`src/rtl/bcd_time_field.sv`:
```
// Two-digit BCD time field with run/set modes, range-checked load and blinking
// decimal points; the carry output chains fields (seconds -> minutes -> hours).
module bcd_time_field #(
  parameter int unsigned MODULUS     = 60,
  parameter int unsigned BLINK_TICKS = 25_000_000,
  parameter int unsigned BLINK_W     = 25
) (
  input  logic       clk,
  input  logic       rst_n,
  input  logic       tick,
  input  logic       set_mode,
  input  logic       inc,
  input  logic       dec,
  input  logic       load,
  input  logic [3:0] load_tens,
  input  logic [3:0] load_ones,
  output logic [3:0] ones,
  output logic [3:0] tens,
  output logic       ones_dp,
  output logic       tens_dp,
  output logic       carry_out,
  output logic       load_err
);

  localparam int unsigned TERM      = MODULUS - 1;
  localparam int unsigned TERM_TENS = TERM / 10;
  localparam int unsigned TERM_ONES = TERM % 10;
  localparam int unsigned VAL_W     = 8;

  typedef enum logic {RUN = 1'b0, SET = 1'b1} state_t;

  state_t               state_q, state_d;
  logic [3:0]           ones_d, tens_d;
  logic                 dp_q, dp_d;
  logic                 carry_d, err_d;
  logic [BLINK_W-1:0]   blink_q, blink_d;
  logic [VAL_W-1:0]     load_val;
  logic                 load_ok, at_term, at_zero, step_up, step_down;

  assign load_val = VAL_W'(load_tens) * VAL_W'(10) + VAL_W'(load_ones);
  assign load_ok  = (load_ones <= 4'd9) && (load_tens <= 4'd9) && (load_val <= VAL_W'(TERM));
  assign at_term  = (tens == 4'(TERM_TENS)) && (ones == 4'(TERM_ONES));
  assign at_zero  = (tens == 4'd0) && (ones == 4'd0);

  // Mode state: the registered state decides how this cycle's inputs are used.
  always_comb begin
    state_d = state_q;
    case (state_q)
      RUN:     if (set_mode)  state_d = SET;
      SET:     if (!set_mode) state_d = RUN;
      default: state_d = RUN;
    endcase
  end

  // Digit update: load wins, then tick (RUN) or inc/dec (SET).
  always_comb begin
    ones_d    = ones;
    tens_d    = tens;
    carry_d   = 1'b0;
    err_d     = 1'b0;
    step_up   = 1'b0;
    step_down = 1'b0;
    if (load) begin
      if (load_ok) begin
        ones_d = load_ones;
        tens_d = load_tens;
      end else begin
        err_d = 1'b1;
      end
    end else if (state_q == RUN) begin
      step_up = tick;
      carry_d = tick && at_term;
    end else begin
      step_up   = inc && !dec;
      step_down = dec && !inc;
    end

    if (step_up) begin
      if (at_term) begin
        ones_d = 4'd0;
        tens_d = 4'd0;
      end else if (ones == 4'd9) begin
        ones_d = 4'd0;
        tens_d = tens + 4'd1;
      end else begin
        ones_d = ones + 4'd1;
      end
    end else if (step_down) begin
      if (at_zero) begin
        ones_d = 4'(TERM_ONES);
        tens_d = 4'(TERM_TENS);
      end else if (ones == 4'd0) begin
        ones_d = 4'd9;
        tens_d = tens - 4'd1;
      end else begin
        ones_d = ones - 4'd1;
      end
    end
  end

  // Blink timing: restart lit on SET entry, toggle every BLINK_TICKS cycles.
  always_comb begin
    blink_d = blink_q;
    dp_d    = dp_q;
    if (state_d == RUN) begin
      blink_d = '0;
      dp_d    = 1'b0;
    end else if (state_q == RUN) begin
      blink_d = '0;
      dp_d    = 1'b1;
    end else if (blink_q == BLINK_W'(BLINK_TICKS - 1)) begin
      blink_d = '0;
      dp_d    = !dp_q;
    end else begin
      blink_d = blink_q + BLINK_W'(1);
    end
  end

  always_ff @(posedge clk or negedge rst_n) begin
    if (!rst_n) begin
      state_q   <= RUN;
      ones      <= 4'd0;
      tens      <= 4'd0;
      dp_q      <= 1'b0;
      blink_q   <= '0;
      carry_out <= 1'b0;
      load_err  <= 1'b0;
    end else begin
      state_q   <= state_d;
      ones      <= ones_d;
      tens      <= tens_d;
      dp_q      <= dp_d;
      blink_q   <= blink_d;
      carry_out <= carry_d;
      load_err  <= err_d;
    end
  end

  assign ones_dp = dp_q;
  assign tens_dp = dp_q;

endmodule

```
`config.mk`:
```
export PLATFORM = sky130hd
export DESIGN_NAME = bcd_time_field
export DESIGN_NICKNAME = d
export VERILOG_FILES = /design/src/rtl/bcd_time_field.sv
export SDC_FILE = /design/constraint.sdc
export NUM_CORES = 1
export LEC_CHECK = 0
export BUFFER_PORTS_ARGS = -buffer_cell sky130_fd_sc_hd__buf_2
export CORE_ASPECT_RATIO = 1.1
export CORE_UTILIZATION = 61
export CTS_BUF_LIST = sky130_fd_sc_hd__clkbuf_4
export DETAILED_ROUTE_END_ITERATION = 16
export GPL_ROUTABILITY_DRIVEN = 0
export PLACE_DENSITY = 0.82
export SLEW_MARGIN = 20
export SYNTH_ARGS = -nofsm -noshare
export SYNTH_HDL_FRONTEND = slang
export SYNTH_SLANG_ARGS = --single-unit
```
`constraint.sdc`:
```
create_clock -name clk -period 2.2 [get_ports clk]
set_clock_uncertainty 0.15 [all_clocks]
set_input_delay 0.22 -clock clk [delete_from_list [all_inputs] [get_ports clk]]
set_output_delay 0.22 -clock clk [all_outputs]
set_load 0.02 [all_outputs]
```
======== Word-level counts from Yosys, hierarchy flattened ========
Index checks and enable logic that the tools add are counted.
Widths: inputs -> output; s select.
storage, ports and cells
  output and inout port bits .............. 12
  register bits ........................... 37
operators by class
  $lt $le $gt $ge ......................... 3
  multiply operators ...................... 1
  muxes and demuxes ....................... 31
  reductions and logical operators ........ 15
  $add $sub $neg .......................... 6
  equality and inequality tests ........... 4
operators by type and width
  operator               number
  $mux 25                3
  $mux 4                 16
  $add 25x1->25 const B  1
  $eq 25x25->1 const B   1
  $mux 1                 12
  $add 4x1->4 const B    2
  $add 8x4->8            1
  $le 4x4->1 const B     2
  $le 8x6->1 const B     1
  $logic_not 4->1        2
  $sub 4x1->4 const B    2
  $logic_and 1x1->1      7
  $mul 4x3->7 const B    1
  $reduce_bool 3->1      2
  $eq 4x3->1 const B     1
  $eq 4x4->1 const B     1
  $logic_not 1->1        3
  $ne 3x2->1 const B     1
  $reduce_and 2->1       1

======== Depth between registers and ports, before layout ========
  depth after elaboration ................. 10
  mapped depth ............................ 11
  depth with buffers taken out ............ 10

======== Worst setup path after synthesis ========
Ideal clock, no wire load.
  path type ............................... input to register
  from .................................... input port load_tens[1]
  to ...................................... register tens[3]
  data required time ...................... 1.928 ns
  arrival ................................. 2.787 ns
  cell stages on the path ................. 10
  path slack .............................. -0.858 ns
  path through ............................ ha_1 ha_1 inv_1 fa_1 nand2b_1 or4_4 a21oi_2 nand4_2 or3_1 a32o_1
between the ends
  word-level cells in the longest chain between the ends .. 10
  elaborated cells on any way between the ends .. 14
  those cells by class .................... 1 x add/sub; 1 x mul; 2 x order compare; 8 x mux; 2 x reduce/logical
ends and longest elaborated chain
  item                    line  RTL
  start: declaration      15    input logic [3:0] load_tens,
  $mul 4x3->7             40    assign load_val = VAL_W'(load_tens) * VAL_W'(10) + VAL_W'(load_ones);
  $add 8x4->8             40
  $le 8x6->1              41    assign load_ok = (load_ones <= 4'd9) && (load_tens <= 4'd9) && (load_val <= VAL_W'(TERM));
  $logic_and 1x1->1 (*)   41
  $mux 4 (*)              64    if (load_ok) begin
  $mux 4 (*)              63    if (load) begin
  $mux 4                  92    end else if (ones == 4'd0) begin
  $mux 4                  89    if (at_zero) begin
  $mux 4                  88    end else if (step_down) begin
  $mux 4 (*)              78    if (step_up) begin
  named net tens_d[3]     33    logic [3:0] ones_d, tens_d;
  end signal: assignment  131   tens <= tens_d;
  end: declaration        18    output logic [3:0] tens,
Mark *: on every way through the listed nets, which the timed path passes. The rest lies on a longest branch.
A chain may end at the register's enable or synchronous reset.

======== Worst setup path in the final report ========
  from .................................... input port load_tens[3]
  to ...................................... register tens[3]
between the ends
  word-level cells in the longest chain between the ends .. 10
  elaborated cells on any way between the ends .. 14
  those cells by class .................... 1 x add/sub; 1 x mul; 2 x order compare; 8 x mux; 2 x reduce/logical
ends and longest elaborated chain
  item                 line
  $mul 4x3->7          40
  $add 8x4->8          40
  $le 8x6->1           41
  $logic_and 1x1->1    41
  $mux 4 (*)           64
  $mux 4 (*)           63
  $mux 4               92
  $mux 4               89
  $mux 4               88
  $mux 4 (*)           78
  named net tens_d[3]  33
Marks and branches as above.

==> impl_metrics.toml <==
[run_status]
status = "complete, but fails checks"
violations = "negative setup slack"

[setup_path]
path_depth = 11
crit_chain = "buf_8, ha_4, ha_4, inv_2, fa_2, xor2_2, or4_4, a21oi_4, nand4_4, or3_1, a32o_1"
rr_worst_depth = 7
path_delay_family = "simple AND/OR/NAND/NOR gates"
critPathBufInv = 2
critPathKind = "in -> reg"
cpMaxStageDelayCell = "or4_4"
cp-end-kind = "flip-flop"
cp-start-kind = "input port"
cpPeakStageDelay_ns = 0.56
crit_path_max_fanout = 4
crit_arrival_ns = 2.65
crit_top_cell = "ha_4"
critPathRequiredTime_ns = 2.28

[sta]
max_freq_mhz = 390
hold_violations = 0
finalWorstPathRequiredPeriod_ns = 2.56
finalSetupViolCount = 8
rsz0062_at_grt = "true"
worst_slack_ns = -0.364
fin_crit_sh_pct = 117
max_slew.worst_pin.slew_ns = 0.821
relSlewSlack_pct = 45.3
finalMaxSlewViolations = 0

[die]
rows = 24
dieArea_sq_um = 4410
core_sq_um = 3960
initial_core_util_pct = 63.8
fp.dieW_um = 63.4
die_h_um = 69.5
io_pins = 27

[clock_network]
tritoncts = "yes"
path_clk_slew_ns = 0.11
clock-sinks = 37
cts-buffers-inserted = 5
htree_levels = 2
insertion_delay_ns = 0.33
clockBufferDepth = 2
cts-root-buf = "clkbuf_4"

[synthesis]
synth-xor-area-share_pct = 9.69
syn-num-nets = 317
muxShareOfSynthArea_pct = 3.21
synth_compound_area_share_pct = 13.1
yosys.cell_types.count = 51
synth-simple-area-share_pct = 24.2
synthFlopType = "dfrtp_1"
post-synth-top-area-cell = "dfrtp_1"
synthAdderAreaFrac_pct = 8.51
seq_area_frac_synth_pct = 36.6
yosys_warnings = 0
yosysMostFrequentCell = "nor2_1"
async_flop_share_pct = 100
synthTopCellsByCount = "41 x nor2_1, 37 x dfrtp_1, 24 x nand3_1, 18 x inv_1, 18 x xor2_1"
ys_ff_latch = 37
mappedNetlistArea_sq_um = 2530
synth_edf_count = 0
synth_top_family_by_area = "simple AND/OR/NAND/NOR gates"
ys_top_cells_by_area = "dfrtp_1 37%, ha_1 6.9%, xor2_1 6.2%"
syn_avg_cell_area_sq_um = 8.85
syn_inst = 286
synth.top_cell.area_share_pct = 36.6

[final_layout]
utilization_pct = 76.6
drive_gt1_share_pct = 22.6
diodes = 0
fillCellCount = 302
finish.net_count = 367
synthToLayoutAreaGrowth_pct = 20.0
final_cells = 389
seqCellArea_sq_um = 926
multi_input_area_sq_um = 1550

[routing]
viasPerCell = 5.68
ant_nets = 0
drc = 0
wl_per_cell_um = 14.4
vias = 2208
drtIter0Drc = 123
wl_mm = 5.62
firstDrtPassIters = 4

[power_and_ir_drop]
p_int_uw = 1320
seqPwrFrac_pct = 40.3
powerDensity_nw_per_um2 = 731
peakVddDrop_v = 0.000510
clockPowerShare_pct = 15.9
combPwrFrac_pct = 43.8
leakage_uw = 0.00140
power.net_switching_uw = 898
total_power_uw = 2220
p_sw_share_pct = 40.4

[run]
maxCapViolCount = 0

[global_route]
grt_usage_pct = 28.3
grt-ovfl-total = 0
grt_pass1_vias = 2233
grt_max_degree = 38
grt_pass1_wl_mm = 9.85
antenna_found_initial = 0

[place]
hpwl_mm = 4.19
dp_slack_ns = -0.813
dp_cells = 375
port_buffers = 26

[worst_hold_path]
hold_path_class = "in -> reg"
min_path_cells = 3
[placed cells by master, fill, tap and decap left out, types with 2 or more instances in the layout]
| cell type | count |
|---|---|
| or3_1 | 3 |
| nand4_1 | 2 |
| o31ai_1 | 2 |
| ha_1 | 11 |
| nor2b_1 | 3 |
| o21bai_1 | 2 |
| xnor2_1 | 10 |
| a21bo_2 | 2 |
| nand3b_1 | 2 |
| a32o_1 | 2 |
| nor4_1 | 2 |
| inv_1 | 17 |
| a31oi_1 | 5 |
| nor2_1 | 41 |
| xor2_1 | 17 |
| buf_2 | 24 |
| buf_4 | 22 |
| nor3b_1 | 2 |
| o21ai_1 | 2 |
| and4_1 | 2 |
| dfrtp_1 | 37 |
| and3_1 | 5 |
| a21oi_1 | 13 |
| clkbuf_4 | 6 |
| and4bb_2 | 2 |
| o21ai_0 | 9 |
| nand2_1 | 16 |
| mux2i_1 | 7 |
| dlygate4sd3_1 | 3 |
| nand2b_1 | 3 |
| clkinv_2 | 2 |
| ha_4 | 2 |
| nand3_1 | 24 |
| buf_6 | 2 |
| and2_1 | 3 |
| nor3_1 | 4 |
[what timing repair did]
action	4_1_cts	5_1_grt
gates cloned	0	0
buffers inserted	2	1
hold endpoints to repair	41	0
hold buffers	3	0
setup endpoints to repair	8	8
gates resized for setup	8	4
pin swaps	6	3
[tightest hold or removal path: stages]
cell	delay [ns]
buf_2	0.11
nand2b_1	0.11
nor4_1	0.07
[state kept, by name (all words and copies together) (netlist names)]
signal and cells:
ones_dp 1, tens 4, load_err 1, carry_out 1, state_q 1, ones 4, blink_q 25
[per-stage QoR]
| stage | hold slack [ns] | cell area (sq um) | setup TNS (ns) |
|---|---|---|---|
| 2_1_floorplan | -0.226 | 2560 | -4.09 |
| 3_3_place_gp | 0.205 | 2880 | -5.61 |
| 3_5_place_dp | 0.210 | 2880 | -6.04 |
| 4_1_cts | 0.0354 | 3010 | -2.20 |
| 5_1_grt | 0.0708 | 3040 | -2.87 |
| 6_report | 0.0619 | 3040 | -2.48 |
[power groups by stage]
stage                     clock network [uW]  registers, uW  logic (uW)
final                                    354            894         971
after global routing                     393            913        1070
after CTS                                367            891         958
after detailed placement                   0            905         937
after global placement                     0            904         914
after floorplan                            0            956         595
[cell families (layout without fill, tap and decap cells)]
group	after synthesis	after routing
DFF	37	37
AOI/OAI and AO/OA	49	49
and+or+nand+nor	120	120
xor gates and xnor gates	28	28
adders and majority gates	16	16
buffers and inverters	28	79
muxes	8	8
[final timing paths]
path / from / to / slack, ns
min in group asynchronous: rst_n / blink_q[18]$_DFF_PN0_ / 0.35
min: tick / carry_out$_DFF_PN0_ / 0.06
max in group asynchronous: rst_n / ones[3]$_DFFE_PN0P_ / 1.03
min reg2reg: blink_q[0]$_DFF_PN0_ / blink_q[0]$_DFF_PN0_ / 0.34
max reg2reg: ones[1]$_DFFE_PN0P_ / tens[3]$_DFF_PN0_ / 0.13
max: load_tens[3] / tens[3]$_DFF_PN0_ / -0.36
[cell type report]
cell class                 count  area share [%]
inverter                      18            2.23
timing repair buffer          53            12.3
sequential                    37            30.5
clock buffer                   6            1.48
clock inverter                 2           0.330
tap                           52            2.14
multi-input combinational    221            51.0
[layer usage]
metal	up-vias	track usage, %	wire (um)
li1	1093	-	-
met1	1048	33.4	2350
met2	56	49.8	2960
met3	11	5.10	190
met4	0	11.6	118
met5	-	0	0
Power figures use the tool's default switching activity.
